[src/rtl/module_regfile_store.sv]
// ============================================================================
// Module      : module_regfile_store
// Description : Mini-CPU register file with operand read in DECODE and the
//               DISPLAY_STORE sequencer (write-back, CLEAR sweep, DISPLAY).
//               Optional macro REGFILE_ZERO_R0_EN makes R0 a hard-wired zero.
// Revision    : 1.0 - initial release
// ============================================================================
`default_nettype none

module module_regfile_store #(
  parameter int NREGS = 16,
  parameter int AW    = 4,
  parameter int W     = 16
) (
  input  logic          clk,
  input  logic          rst,
  input  logic [2:0]    stateCPU,
  input  logic [2:0]    opcode,
  input  logic [AW-1:0] regDest,
  input  logic [AW-1:0] regSrc1,
  input  logic [AW-1:0] regSrc2,
  input  logic [W-1:0]  valorGuardarULA,
  input  logic          calculated,
  output logic [W-1:0]  v1ULA,
  output logic [W-1:0]  v2ULA,
  output logic [W-1:0]  valorDisplay,
  output logic          displayValid,
  output logic          busy,
  output logic          stored
);

  localparam logic [2:0]    c_CPU_DECODE = 3'd2;
  localparam logic [2:0]    c_CPU_DS     = 3'd4;
  localparam logic [2:0]    c_OP_CLEAR   = 3'd6;
  localparam logic [2:0]    c_OP_DISPLAY = 3'd7;
  localparam logic [AW-1:0] c_CNT_LAST   = AW'(NREGS - 1);
  localparam logic [AW-1:0] c_CNT_ONE    = AW'(1);

  typedef enum logic [1:0] {
    ST_IDLE  = 2'd0,
    ST_WRITE = 2'd1,
    ST_SWEEP = 2'd2,
    ST_DONE  = 2'd3
  } state_t;

  state_t        r_state;
  logic [AW-1:0] r_cnt;
  logic          r_pending;
  logic [W-1:0]  r_regs [NREGS];

  logic          w_in_ds;
  logic [W-1:0]  w_rd1;
  logic [W-1:0]  w_rd2;
  logic          w_dest_blocked;
  logic          w_wr_en;
  logic [AW-1:0] w_wr_addr;
  logic [W-1:0]  w_wr_data;

  assign w_in_ds = (stateCPU == c_CPU_DS);

`ifdef REGFILE_ZERO_R0_EN
  assign w_rd1          = (regSrc1 == '0) ? '0 : r_regs[regSrc1];
  assign w_rd2          = (regSrc2 == '0) ? '0 : r_regs[regSrc2];
  assign w_dest_blocked = (regDest == '0);
`else
  assign w_rd1          = r_regs[regSrc1];
  assign w_rd2          = r_regs[regSrc2];
  assign w_dest_blocked = 1'b0;
`endif

  // Single write port shared by ALU write-back and the CLEAR sweep.
  always_comb begin
    w_wr_en   = 1'b0;
    w_wr_addr = regDest;
    w_wr_data = valorGuardarULA;
    if (r_state == ST_WRITE && w_in_ds && r_pending && !w_dest_blocked) begin
      w_wr_en = 1'b1;
    end else if (r_state == ST_SWEEP) begin
      w_wr_en   = 1'b1;
      w_wr_addr = r_cnt;
      w_wr_data = '0;
    end
  end

  always_ff @(posedge clk or posedge rst) begin
    if (rst) begin
      for (int i = 0; i < NREGS; i++) r_regs[i] <= '0;
    end else if (w_wr_en) begin
      r_regs[w_wr_addr] <= w_wr_data;
    end
  end

  always_ff @(posedge clk or posedge rst) begin
    if (rst) begin
      v1ULA <= '0;
      v2ULA <= '0;
    end else if (stateCPU == c_CPU_DECODE) begin
      v1ULA <= w_rd1;
      v2ULA <= w_rd2;
    end
  end

  always_ff @(posedge clk or posedge rst) begin
    if (rst) begin
      r_state      <= ST_IDLE;
      r_cnt        <= '0;
      r_pending    <= 1'b0;
      busy         <= 1'b0;
      stored       <= 1'b0;
      valorDisplay <= '0;
      displayValid <= 1'b0;
    end else begin
      stored <= 1'b0;
      case (r_state)
        ST_IDLE: begin
          if (w_in_ds) begin
            if (opcode == c_OP_CLEAR) begin
              r_cnt   <= '0;
              busy    <= 1'b1;
              r_state <= ST_SWEEP;
            end else if (opcode == c_OP_DISPLAY) begin
              valorDisplay <= w_rd1;
              displayValid <= 1'b1;
              stored       <= 1'b1;
              r_state      <= ST_DONE;
            end else begin
              r_state <= ST_WRITE;
            end
          end
        end
        ST_WRITE: begin
          if (w_in_ds) begin
            r_pending <= 1'b0;
            stored    <= 1'b1;
            r_state   <= ST_DONE;
          end
        end
        ST_SWEEP: begin
          // The sweep runs to completion regardless of stateCPU.
          r_cnt <= r_cnt + c_CNT_ONE;
          if (r_cnt == c_CNT_LAST) begin
            busy         <= 1'b0;
            valorDisplay <= '0;
            displayValid <= 1'b0;
            r_pending    <= 1'b0;
            stored       <= 1'b1;
            r_state      <= ST_DONE;
          end
        end
        ST_DONE: begin
          if (!w_in_ds) r_state <= ST_IDLE;
        end
        default: r_state <= ST_IDLE;
      endcase
      // A fresh ALU result in the same cycle outranks the clear above.
      if (calculated) r_pending <= 1'b1;
    end
  end

endmodule

`default_nettype wire

[config.mk]
export PLATFORM = sky130hd
export DESIGN_NAME = module_regfile_store
export DESIGN_NICKNAME = d
export VERILOG_FILES = /design/src/rtl/module_regfile_store.sv
export SDC_FILE = /design/constraint.sdc
export NUM_CORES = 1
export LEC_CHECK = 0
export ABC_AREA = 1
export CELL_PAD_IN_SITES_DETAIL_PLACEMENT = 1
export CELL_PAD_IN_SITES_GLOBAL_PLACEMENT = 1
export CORE_UTILIZATION = 40
export DETAILED_ROUTE_END_ITERATION = 7
export PLACE_DENSITY = 0.88
export SYNTH_ARGS = -nofsm -noshare
export SYNTH_HDL_FRONTEND = slang
export SYNTH_SLANG_ARGS = --single-unit
[constraint.sdc]
create_clock -name clk -period 10.9 [get_ports clk]
set_input_delay 2.18 -clock clk [delete_from_list [all_inputs] [get_ports clk]]
set_output_delay 2.18 -clock clk [all_outputs]
set_load 0.01 [all_outputs]
* After elaboration in Yosys (flattened, before gate mapping) *
Index checks and enable logic that the tools add are counted.

operators by class
  divide/modulo/power cells = 0
  shift-type cells = 0
  equality and inequality tests = 17
  muxes and demuxes = 47
  $add $sub $neg = 1
  reductions and logical operators = 11
  magnitude comparators = 4
  bitwise operators = 3
  multiply operators = 0

operators by type and width
  operator             number
  $bwmux 256           1
  $mux 16              11
  $bmux 16 s4          2
  $demux 16 s4         1
  $pmux 16 s2          1
  $mux 4               4
  $ge 5x5->1 const B   3
  $mux 1               15
  $not 4->5            3
  $mux 2               6
  $ne 2x2->1 const B   6
  $eq 3x3->1 const B   3
  $pmux 2 s4           1
  $pmux 4 s2           1
  $reduce_and 4->1     2
  $pmux 1 s2           3
  $reduce_and 3->1     2
  $lt 5x1->1 const B   1
  $reduce_and 5->1     1
  $add 4x1->4 const B  1
  $eq 2x2->1 const B   2
  $eq 4x4->1 const B   1
  $eq 3x2->1 const B   1
  $logic_and 1x1->1    3
  8 further kinds      8

word-level totals
  bits in registers = 314
  memory bits (read-only) = 0
  memories = 0
  output and inout port bits = 51
  logic and storage cells = 108
  bits in writable memories = 0
  latch bits = 0
  input bits = 37

* Longest topological paths before layout *
Gate-level depths: netlist (run 1).

  word-level depth = 10
  gate-level depth with buffers = 13
  gate-level depth less buffers = 12

* Worst setup path after synthesis (run 1) *
No wires, ideal clock.

  kind = input to register
  start point = input stateCPU[0]
  end point = register r_regs[122] (netlist bit)
  arrival = 3.396 ns
  stages = 10
  setup time = 0.066 ns
  path slack = 7.439 ns
  buffers on the path = 3
  cell sequence = nor2_2 -> nand4_2 -> buf_6 -> nor2_1 -> nor2_2 -> nor2_4 -> buf_6 -> buf_2 -> nand3_1 -> nand2_1

on the way
  cells in the longest elaborated chain, start to end = 10
  elaborated cells on any way between the ends = 13
  those cells by class = order compare (2); eq/ne (1); mux (6); bitwise (1); reduce/logical (3)

ends and longest elaborated chain
  what                                                                   RTL line  RTL
  start: declaration                                                     17        input logic [2:0] stateCPU,
  $eq 3x3->1 *                                                           59        assign w_in_ds = (stateCPU == c_CPU_DS);
  $logic_and 1x1->1 * (2 in series)                                      76        if (r_state == ST_WRITE && w_in_ds && r_pending && !w_dest_blocked) begin
  $mux 4                                                                 76
  $not 4->5 (not written as such)                                        89        r_regs[w_wr_addr] <= w_wr_data;
  $ge 5x5->1 (not written as such) / $lt 5x1->1 (equally long branches)  89
  $logic_and 1x1->1 (not written as such)                                89
  $mux 16 (not written as such)                                          89
  $demux 16 s4                                                           89
  $bwmux 256                                                             89
  end signal: indexed assignment                                         89
  end: declaration                                                       49        logic [W-1:0] r_regs [NREGS];

Mark *: on every way between the ends. The rest lies on a longest branch, timed or not.
A chain may end at the register's enable or synchronous reset.

* Final worst setup path (run 1) *
  start point = input stateCPU[0]
  end point = register r_regs[72] (netlist bit)

The elaborated chain is that of the path after synthesis.

==> results.json, run 1 <==
{
  "period_share": 0.471,
  "whs_ns": 0.479,
  "drive_gt1_frac": 0.0522,
  "post-place-ws_ns": 5.27,
  "cts_setup_buffers": 0,
  "rsz0062_at_grt": "false",
  "yosysSeqAreaShare": 0.437,
  "finalSetupViolCount": 0,
  "p_per_area_nw_per_um2": 258,
  "synth_flop_cell": "dfrtp_1",
  "maxSlewHeadroom": 0.186,
  "crit_path_max_fanout": 38,
  "cts.clk_slew.worst_paths_ns": 0.06,
  "antenna_found_initial": 1,
  "ys_types": 27,
  "ioPinCount": 88,
  "slew_violations": 0,
  "synth-edff-count": 0,
  "grt_pass1_wl_um": 113000,
  "cts_tree": "done",
  "core_area_um2": 44300,
  "die_y_um": 214,
  "area_delta_synth_final_pct": 11.8,
  "ys_ff_latch": 314,
  "netlist_instances": 2649,
  "crit_arrival_ns": 5.58,
  "drt_wl_total_um": 71100,
  "critical-path-max-stage-delay_ns": 0.71,
  "endpoint_kind": "register",
  "numCtsBuffers": 38,
  "grt_usage": 0.310,
  "min_path_type": "register to register",
  "slowest_stage": "nor2_4",
  "dieArea_um2": 45800,
  "crit_type": "input pin to register",
  "grt_pass1_vias": 19700,
  "gr-total-overflow": 0,
  "globalplace.congestion": 0.896,
  "leakagePower_uw": 0.0103,
  "fin_nets": 2645,
  "synth-warning-count": 0,
  "crit_path_cell_trace": "clkdlybuf4s50_1 > nor2_2 > nand4_2 > nand2_1 > nand3_2 > nor2_4 > buf_4 > nand2_2 > nand2_1 > nand2_1",
  "drcViolationCount": 0,
  "async_flop_share": 1.00,
  "peakVddDrop_v": 0.000217,
  "setup_ws_ns": 5.77,
  "fin_skew_ns": 0.0119,
  "avgSynthCellArea_um2": 6.79,
  "htree_levels": 2,
  "tightest_slew_ns": 1.22,
  "worstPathRequired_ns": 11.35,
  "cts_root_buf": "clkbuf_16",
  "tritoncts_num_sinks": 314,
  "ant_nets": 0,
  "max_cap_viol_count": 0,
  "grt_max_degree": 177,
  "antenna_cells": 0,
  "die-width_um": 214,
  "fin_crit_ns": 5.13,
  "hold_viol": 0,
  "syn_area_um2": 18000,
  "max-clock-path-buffers": 3,
  "first_pass_iters": 5,
  "cp_common_cell": "nand2_1",
  "io_buffers": 87,
  "r2r_slack_ns": 7.03,
  "fin_setup_tns_ns": 0,
  "syn_nets": 2693,
  "max_freq_mhz": 195,
  "drt_iter0_drc": 2145,
  "start_util": 0.406,
  "wire_per_inst_um": 22.1,
  "vias": 19100,
  "vias_per_cell": 5.94,
  "start_kind": "input pin",
  "clock_latency_ns": 0.57,
  "outcome": "finished clean",
  "fp-row-count": 77,
  "cts_hold_buf": 0,
  "postCtsResizedCells": 0,
  "dp_hpwl_um": 42700
}
==> worst max-delay path: cells and delay by family <==
family	cells	cell delay [ns]
buf+inv	2	1.06
simple gates	8	2.33
==> logic make-up after synthesis <==
kind of cell | synth area share
simple gates | 0.443
fa+ha+maj | 0.00487
compound gates | 0.0433
buf+inv | 0.0721
flops | 0.437
==> cell usage after synthesis (2+ instances only) <==
cell	n	area share
nand2_1	1150	0.24
inv_1	80	0.017
inv_2	6	0.0013
buf_2	65	0.018
buf_1	13	0.0027
nor2_2	4	0.0014
buf_6	4	0.0025
nand2_2	10	0.0035
o21ai_0	80	0.022
o21ai_2	5	0.0024
nor2_4	7	0.0044
o211ai_1	38	0.016
nor2_1	177	0.037
nand4_2	2	0.0014
dfrtp_1	314	0.44
ha_1	7	0.0049
buf_4	28	0.012
nand3_1	552	0.15
nand4_1	4	0.0014
clkbuf_1	91	0.019
a21oi_1	6	0.0017
==> power by group <==
group / internal [uW] / total, uW / leakage, uW / switching [uW]
Clock: 768 / 1300 / 0.000602 / 528
Sequential: 1620 / 2010 / 0.00411 / 387
Combinational: 563 / 1890 / 0.00556 / 1330
==> layout by cell type, fill, tap and decap left out, types with 5 or more instances in the layout <==
master	synthesis	layout
clkbuf_16	0	41
ha_1	7	7
nor2_4	7	8
nor2_2	4	17
o21ai_0	80	80
nand2_2	10	10
a21oi_1	6	6
nor2_1	177	163
nand2_1	1150	1150
nand3_1	552	552
o211ai_1	38	38
dfrtp_1	314	314
buf_4	28	27
o21ai_2	5	5
inv_1	80	78
clkdlybuf4s50_1	0	84
clkbuf_8	0	6
clkbuf_1	91	8
inv_2	6	6
clkinv_2	0	5
==> final timing paths <==
check,cells after the start,to,from
setup / recovery,10,r_regs[72]$_DFFE_PP0P_,stateCPU[0]
hold / removal,2,v1ULA[9]$_DFFE_PP0N_,v1ULA[9]$_DFFE_PP0N_
setup reg to reg,12,r_regs[62]$_DFFE_PP0P_,r_state[0]$_DFFE_PP0P_
hold reg to reg,2,v1ULA[9]$_DFFE_PP0N_,v1ULA[9]$_DFFE_PP0N_
max in group asynchronous,3,r_regs[177]$_DFFE_PP0P_,rst
min in group asynchronous,2,v2ULA[13]$_DFFE_PP0N_,rst
==> layer usage <==
metal / up-vias / track usage / share of wire
met5: - / 0 / 0
met4: 0 / 0.127 / 0.037
met3: 194 / 0.0556 / 0.085
met2: 904 / 0.510 / 0.47
met1: 9639 / 0.403 / 0.40
li1: 8369 / - / -
==> state kept, by name (all words and copies together), names as in the netlist <==
name	cells
busy	1
displayValid	1
r_cnt	4
r_pending	1
r_regs	256
r_state	2
stored	1
v1ULA	16
v2ULA	16
valorDisplay	16
==> final cells by class <==
type / count / area (um^2)
multi-input combinational: 2047 / 8890
clock buffer: 55 / 1140
fill: 5723 / 24200
inverter: 87 / 338
timing repair buffer: 113 / 1070
sequential: 314 / 7860
clock inverter: 8 / 95.1
tap: 592 / 741
==> metrics by stage <==
step / area (um^2) / utilization / total power (uW) / cells
floorplan: 18000 / - / 3190 / 2649
global placement: 18900 / 0.426 / 3740 / 3153
detailed placement: 18900 / 0.426 / 3870 / 3153
CTS: 20100 / 0.454 / 5180 / 3216
global route: 20100 / 0.454 / 5510 / 3216
finish: 20100 / 0.454 / 5200 / 3216
Note: power is estimated with default switching activity, not from simulation.
==> inputs of run 2 (changes only) <==
- clock period: 10.9 -> 4.2 ns (I/O delays scaled with it)
==> run 2 against run 1 <==
Against the previous run:
- global-route usage grew 0.51 points
- clock skew increased by 0.020 ns
- clock-buffer cell count down 2
- first-iteration DRC count shrank 16%
- critical path depth increased by 2
- sequential power grew to 2.6 times the previous value
- final cell count grew 1.6%
- worst hold slack better by 0.0076 ns
- largest power group unchanged
- highest routed layer unchanged
==> results.json, run 2 (same netlist as run 1, synthesis figures left out) <==
{
  "outcome": "finished clean",
  "ioPinCount": 88,
  "max-clock-path-buffers": 3,
  "fin_crit_ns": 3.21,
  "antenna_found_initial": 0,
  "min_path_type": "register to register",
  "postCtsResizedCells": 0,
  "largest_reg_flops": 256,
  "tritoncts_num_sinks": 314,
  "crit_arrival_ns": 3.66,
  "dieArea_um2": 45800,
  "grt_pass1_vias": 20100,
  "area_delta_synth_final_pct": 14.3,
  "die-width_um": 214,
  "drt_iter0_drc": 1803,
  "cts.clk_slew.worst_paths_ns": 0.06,
  "pwr-share-comb": 0.365,
  "drt_wl_total_um": 72400,
  "fin_util": 0.464,
  "start_util": 0.406,
  "period_share": 0.764,
  "maxSlewHeadroom": 0.252,
  "peakVddDrop_v": 0.000315,
  "hold_viol": 0,
  "crit_path_max_fanout": 21,
  "power_switching_uw": 5900,
  "globalplace.congestion": 0.881,
  "layout_commonest_cell": "nand2_1",
  "core_area_um2": 44300,
  "leakagePower_uw": 0.0106,
  "setup_ws_ns": 0.993,
  "start_kind": "register",
  "clkPwrFrac": 0.257,
  "internal-power_uw": 7950,
  "pwr-share-seq": 0.378,
  "top_register": "r_regs",
  "p_per_area_nw_per_um2": 673,
  "grt_pass1_wl_um": 114000,
  "hold_end": "v2ULA[13]$_DFFE_PP0N_",
  "r2r_slack_ns": 0.99,
  "r2r-start": "r_state[0]$_DFFE_PP0P_",
  "post-place-ws_ns": 0.599,
  "mostFrequentLayoutCells": "nand2_1 (1150), nand3_1 (552), dfrtp_1 (314), nor2_1 (177), clkdlybuf4s50_1 (84)",
  "io_buffers": 87,
  "fin_setup_tns_ns": 0,
  "fp-row-count": 77,
  "ant_nets": 0,
  "cts_setup_buffers": 0,
  "fin_nets": 2691,
  "fillCellCount": 5650,
  "drive_gt1_frac": 0.0654,
  "endpoint_kind": "register",
  "vias": 19300,
  "cts_tree": "done",
  "htree_levels": 2,
  "cts_hold_buf": 0,
  "numCtsBuffers": 39,
  "dp_hpwl_um": 44800,
  "whs_path_depth": 2,
  "fin_skew_ns": 0.0324,
  "tightest_slew_ns": 1.12,
  "first_pass_iters": 5,
  "antenna_cells": 0,
  "grt_max_degree": 169,
  "finalSetupViolCount": 0,
  "worst-r2r-cell-count": 12,
  "wire_per_inst_um": 22.2,
  "holdCritStartpoint": "v2ULA[13]$_DFFE_PP0N_",
  "worstPathRequired_ns": 4.65,
  "max_freq_mhz": 312,
  "max_cap_viol_count": 0,
  "swShare": 0.426,
  "slew_violations": 0,
  "rsz0062_at_grt": "false",
  "crit_type": "register to register",
  "clock_latency_ns": 0.59,
  "gr-total-overflow": 0,
  "grt_usage": 0.316,
  "vias_per_cell": 5.90,
  "timing.rr.end": "r_regs[127]$_DFFE_PP0P_",
  "die_y_um": 214,
  "cts_root_buf": "clkbuf_16",
  "drcViolationCount": 0
}
## run 2: cell types whose count changed in the layout (fill, tap and decap cells not counted), sizes merged
cell	before	now
clkbuf	55	53
inv	86	87
bufinv	2	5
clkinvlp	2	3
clkinv	5	10
buf	29	74
## run 2: how the worst max path moves through the flow
| stage | from | to | slack [ns] | depth (start not counted) |
|---|---|---|---|---|
| 3_5_place_dp | stateCPU[0] | r_regs[118]$_DFFE_PP0P_ | 0.60 | 10 |
| 6_report | r_state[0]$_DFFE_PP0P_ | r_regs[127]$_DFFE_PP0P_ | 0.99 | 12 |
| 5_1_grt | r_state[0]$_DFFE_PP0P_ | r_regs[187]$_DFFE_PP0P_ | 0.76 | 11 |
| 2_1_floorplan | rst | busy$_DFFE_PP0P_ | -0.82 | 1 |
| 3_3_place_gp | stateCPU[0] | r_regs[62]$_DFFE_PP0P_ | 0.77 | 10 |
| 4_1_cts | r_state[0]$_DFFE_PP0P_ | r_regs[127]$_DFFE_PP0P_ | 1.03 | 12 |
## run 2: critical path, stage by stage (launching register included)
cell	delay [ns]
dfrtp_1	0.41
inv_1	0.15
ha_1	0.57
nand2_1	0.16
o21ai_1	0.14
inv_1	0.06
nand2_1	0.08
o21ai_2	0.12
nor2_4	0.47
buf_4	0.37
nand2_2	0.31
nand2_1	0.15
nand2_1	0.07
## run 2: layer usage
layer / GRT usage / wire [um]
met5: 0 / 0
met4: 0.137 / 2870
met3: 0.0623 / 6650
met2: 0.518 / 34200
met1: 0.405 / 28700
## run 2: cell type report
cell class | instances | area [um^2] | share of cell area
Tap cell | 592 | 741 | 0.0360
Timing Repair Buffer | 158 | 1460 | 0.0708
Sequential cell | 314 | 7860 | 0.382
Clock inverter | 18 | 239 | 0.0116
Multi-Input combinational cell | 2047 | 8850 | 0.430
Clock buffer | 53 | 1090 | 0.0530
Inverter | 87 | 334 | 0.0162
## run 2: power groups by stage
stage	logic (uW)	clock network [uW]	registers, uW
3_3_place_gp	4660	0	5110
6_report	5060	3560	5230
2_1_floorplan	3310	0	4980
4_1_cts	5010	3590	5180
5_1_grt	5580	3690	5350
3_5_place_dp	4940	0	5200
## run 2: metrics by stage
stage	area, um^2	instances	total power [uW]	hold slack [ns]
final	20600	3269	13800	0.487
after CTS	20600	3269	13800	0.485
after global routing	20600	3269	14600	0.514
after detailed placement	19200	3198	10100	0.470
after global placement	19200	3198	9770	0.463
after floorplan	18000	2649	8290	0.458
==> inputs of run 3 (changes only) <==
- CORE_UTILIZATION: 40 -> 44
- PLACE_DENSITY: 0.88 -> 0.91
- clock period: 4.2 -> 3.1 ns (I/O delays scaled with it)
==> run 3 against run 2 <==
Against the previous run:
- final area grew 1.4%
- highest routed layer unchanged
- combinational power grew 44%
- sequential share of layout area shrank 0.54 points
==> results.json, run 3 (same netlist as run 1, synthesis figures left out) <==
{
  "fin_crit_ns": 2.90,
  "cts_tree": "done",
  "r2r-start": "r_state[0]$_DFFE_PP0P_",
  "crit_end": "r_regs[166]$_DFFE_PP0P_",
  "finalSetupViolCount": 0,
  "peakVddDrop_v": 0.000524,
  "drcViolationCount": 0,
  "leakagePower_uw": 0.0107,
  "top_register": "r_regs",
  "numCtsBuffers": 37,
  "crit_path_max_fanout": 16,
  "crit_start": "r_state[0]$_DFFE_PP0P_",
  "die_y_um": 204,
  "vias": 20300,
  "dp_hpwl_um": 47900,
  "ant_nets": 0,
  "tightest_slew_ns": 0.972,
  "dieArea_um2": 41700,
  "drt_wl_total_um": 78400,
  "globalplace.congestion": 0.913,
  "timing.rr.end": "r_regs[166]$_DFFE_PP0P_",
  "largest_reg_flops": 256,
  "fin_util": 0.522,
  "io_buffers": 87,
  "rsz0062_at_grt": "false",
  "tritoncts_num_sinks": 314,
  "grt_pass1_vias": 21400,
  "maxSlewHeadroom": 0.351,
  "cts.clk_slew.worst_paths_ns": 0.06,
  "crit_type": "register to register",
  "crit_arrival_ns": 3.31,
  "grt_usage": 0.380,
  "htree_levels": 2,
  "gr-total-overflow": 0,
  "hold_viol": 0,
  "cts_setup_buffers": 0,
  "postCtsResizedCells": 0,
  "finalNonFillerCells": 3218,
  "worstPathRequired_ns": 3.51,
  "fp-row-count": 73,
  "max-clock-path-buffers": 3,
  "p_per_area_nw_per_um2": 912,
  "grt_pass1_wl_um": 122000,
  "max_cap_viol_count": 0,
  "cp_common_cell": "nand2_1",
  "first_pass_iters": 6,
  "area_delta_synth_final_pct": 15.9,
  "core_area_um2": 40000,
  "vias_per_cell": 6.31,
  "slowest_stage": "ha_1",
  "critical-path-max-stage-delay_ns": 0.60,
  "layout_commonest_cell": "nand2_1",
  "min_path_type": "input pin to async pin",
  "max_freq_mhz": 345,
  "grt_max_degree": 95,
  "r2r_slack_ns": 0.20,
  "mostFrequentLayoutCells": "nand2_1 (1150), nand3_1 (552), dfrtp_1 (314), nor2_1 (177), clkdlybuf4s50_1 (83)",
  "crit_path_cell_trace": "inv_1 > ha_1 > inv_2 > nor2_1 > nor2_1 > nand2_1 > o21ai_2 > nor2_4 > nand2_1 > buf_4 > nand2_1 > nand2_1",
  "cts_root_buf": "clkbuf_16",
  "endpoint_kind": "register",
  "dp_cells": 3154,
  "slew_violations": 0,
  "fin_skew_ns": 0.0242,
  "antenna_cells": 0,
  "ioPinCount": 88,
  "clock_latency_ns": 0.55,
  "drive_gt1_frac": 0.0724,
  "start_kind": "register",
  "start_util": 0.450,
  "die-width_um": 204,
  "fin_nets": 2712,
  "worst-r2r-cell-count": 12,
  "antenna_found_initial": 0,
  "wire_per_inst_um": 24.4,
  "period_share": 0.934,
  "outcome": "finished clean",
  "cts_hold_buf": 0,
  "drt_iter0_drc": 2276
}
[run 3: per-layer routing]
metal,GRT usage,share of wire,vias to the layer above
li1,-,-,8511
met1,0.467,0.37,10100
met2,0.596,0.46,1313
met3,0.0923,0.11,393
met4,0.248,0.065,0
met5,0,0,-
[run 3: area by class of cell]
class / instances / area, um^2
clock buffers: 50 / 1070
clock inverters: 14 / 185
fillers: 5099 / 19100
inverters: 87 / 334
multi-input cells: 2047 / 8850
flip-flops and latches: 314 / 7860
well taps: 525 / 657
repair buffers: 181 / 1910
[run 3: per-stage QoR]
stage | TNS [ns] | setup WS, ns | instance area (um^2) | power (uW) | hold WS, ns
floorplan | -534.70 | -1.70 | 18000 | 11200 | 0.458
detailed placement | 0 | 0.00735 | 19600 | 14000 | 0.468
CTS | 0 | 0.290 | 20900 | 18800 | 0.488
global placement | 0 | 0.153 | 19600 | 13500 | 0.462
finish | 0 | 0.204 | 20900 | 19000 | 0.480
global route | 0 | 0.0438 | 20900 | 20000 | 0.505
[run 3: worst min path at each step]
stage                                    endpoint               startpoint  slack (ns)  depth (start not counted)
after global routing      r_regs[101]$_DFFE_PP0P_                      rst        0.51                          2
after floorplan           r_regs[192]$_DFFE_PP0P_  r_regs[192]$_DFFE_PP0P_        0.46                          2
after global placement      v1ULA[13]$_DFFE_PP0N_    v1ULA[13]$_DFFE_PP0N_        0.46                          2
after detailed placement     v1ULA[1]$_DFFE_PP0N_     v1ULA[1]$_DFFE_PP0N_        0.47                          2
final                     r_regs[101]$_DFFE_PP0P_                      rst        0.48                          2
after CTS                 r_regs[101]$_DFFE_PP0P_                      rst        0.49                          2
[run 3: power breakdown]
group	internal (uW)	leakage, uW	switching, uW	total (uW)
clock	2750	0.000615	1850	4600
sequential	5710	0.00411	1440	7150
combinational	2310	0.00601	4980	7290
total	10800	0.0107	8270	19000
[run 3: worst max-delay path: cells and delay by family (launching register included)]
family / cells / cell delay, ns
adder cells (fa/ha/maj): 1 / 0.60
AND/OR/NAND/NOR: 7 / 1.04
AO/OA/AOI/OAI: 1 / 0.12
buffers and inverters: 3 / 0.56
flip-flops: 1 / 0.42
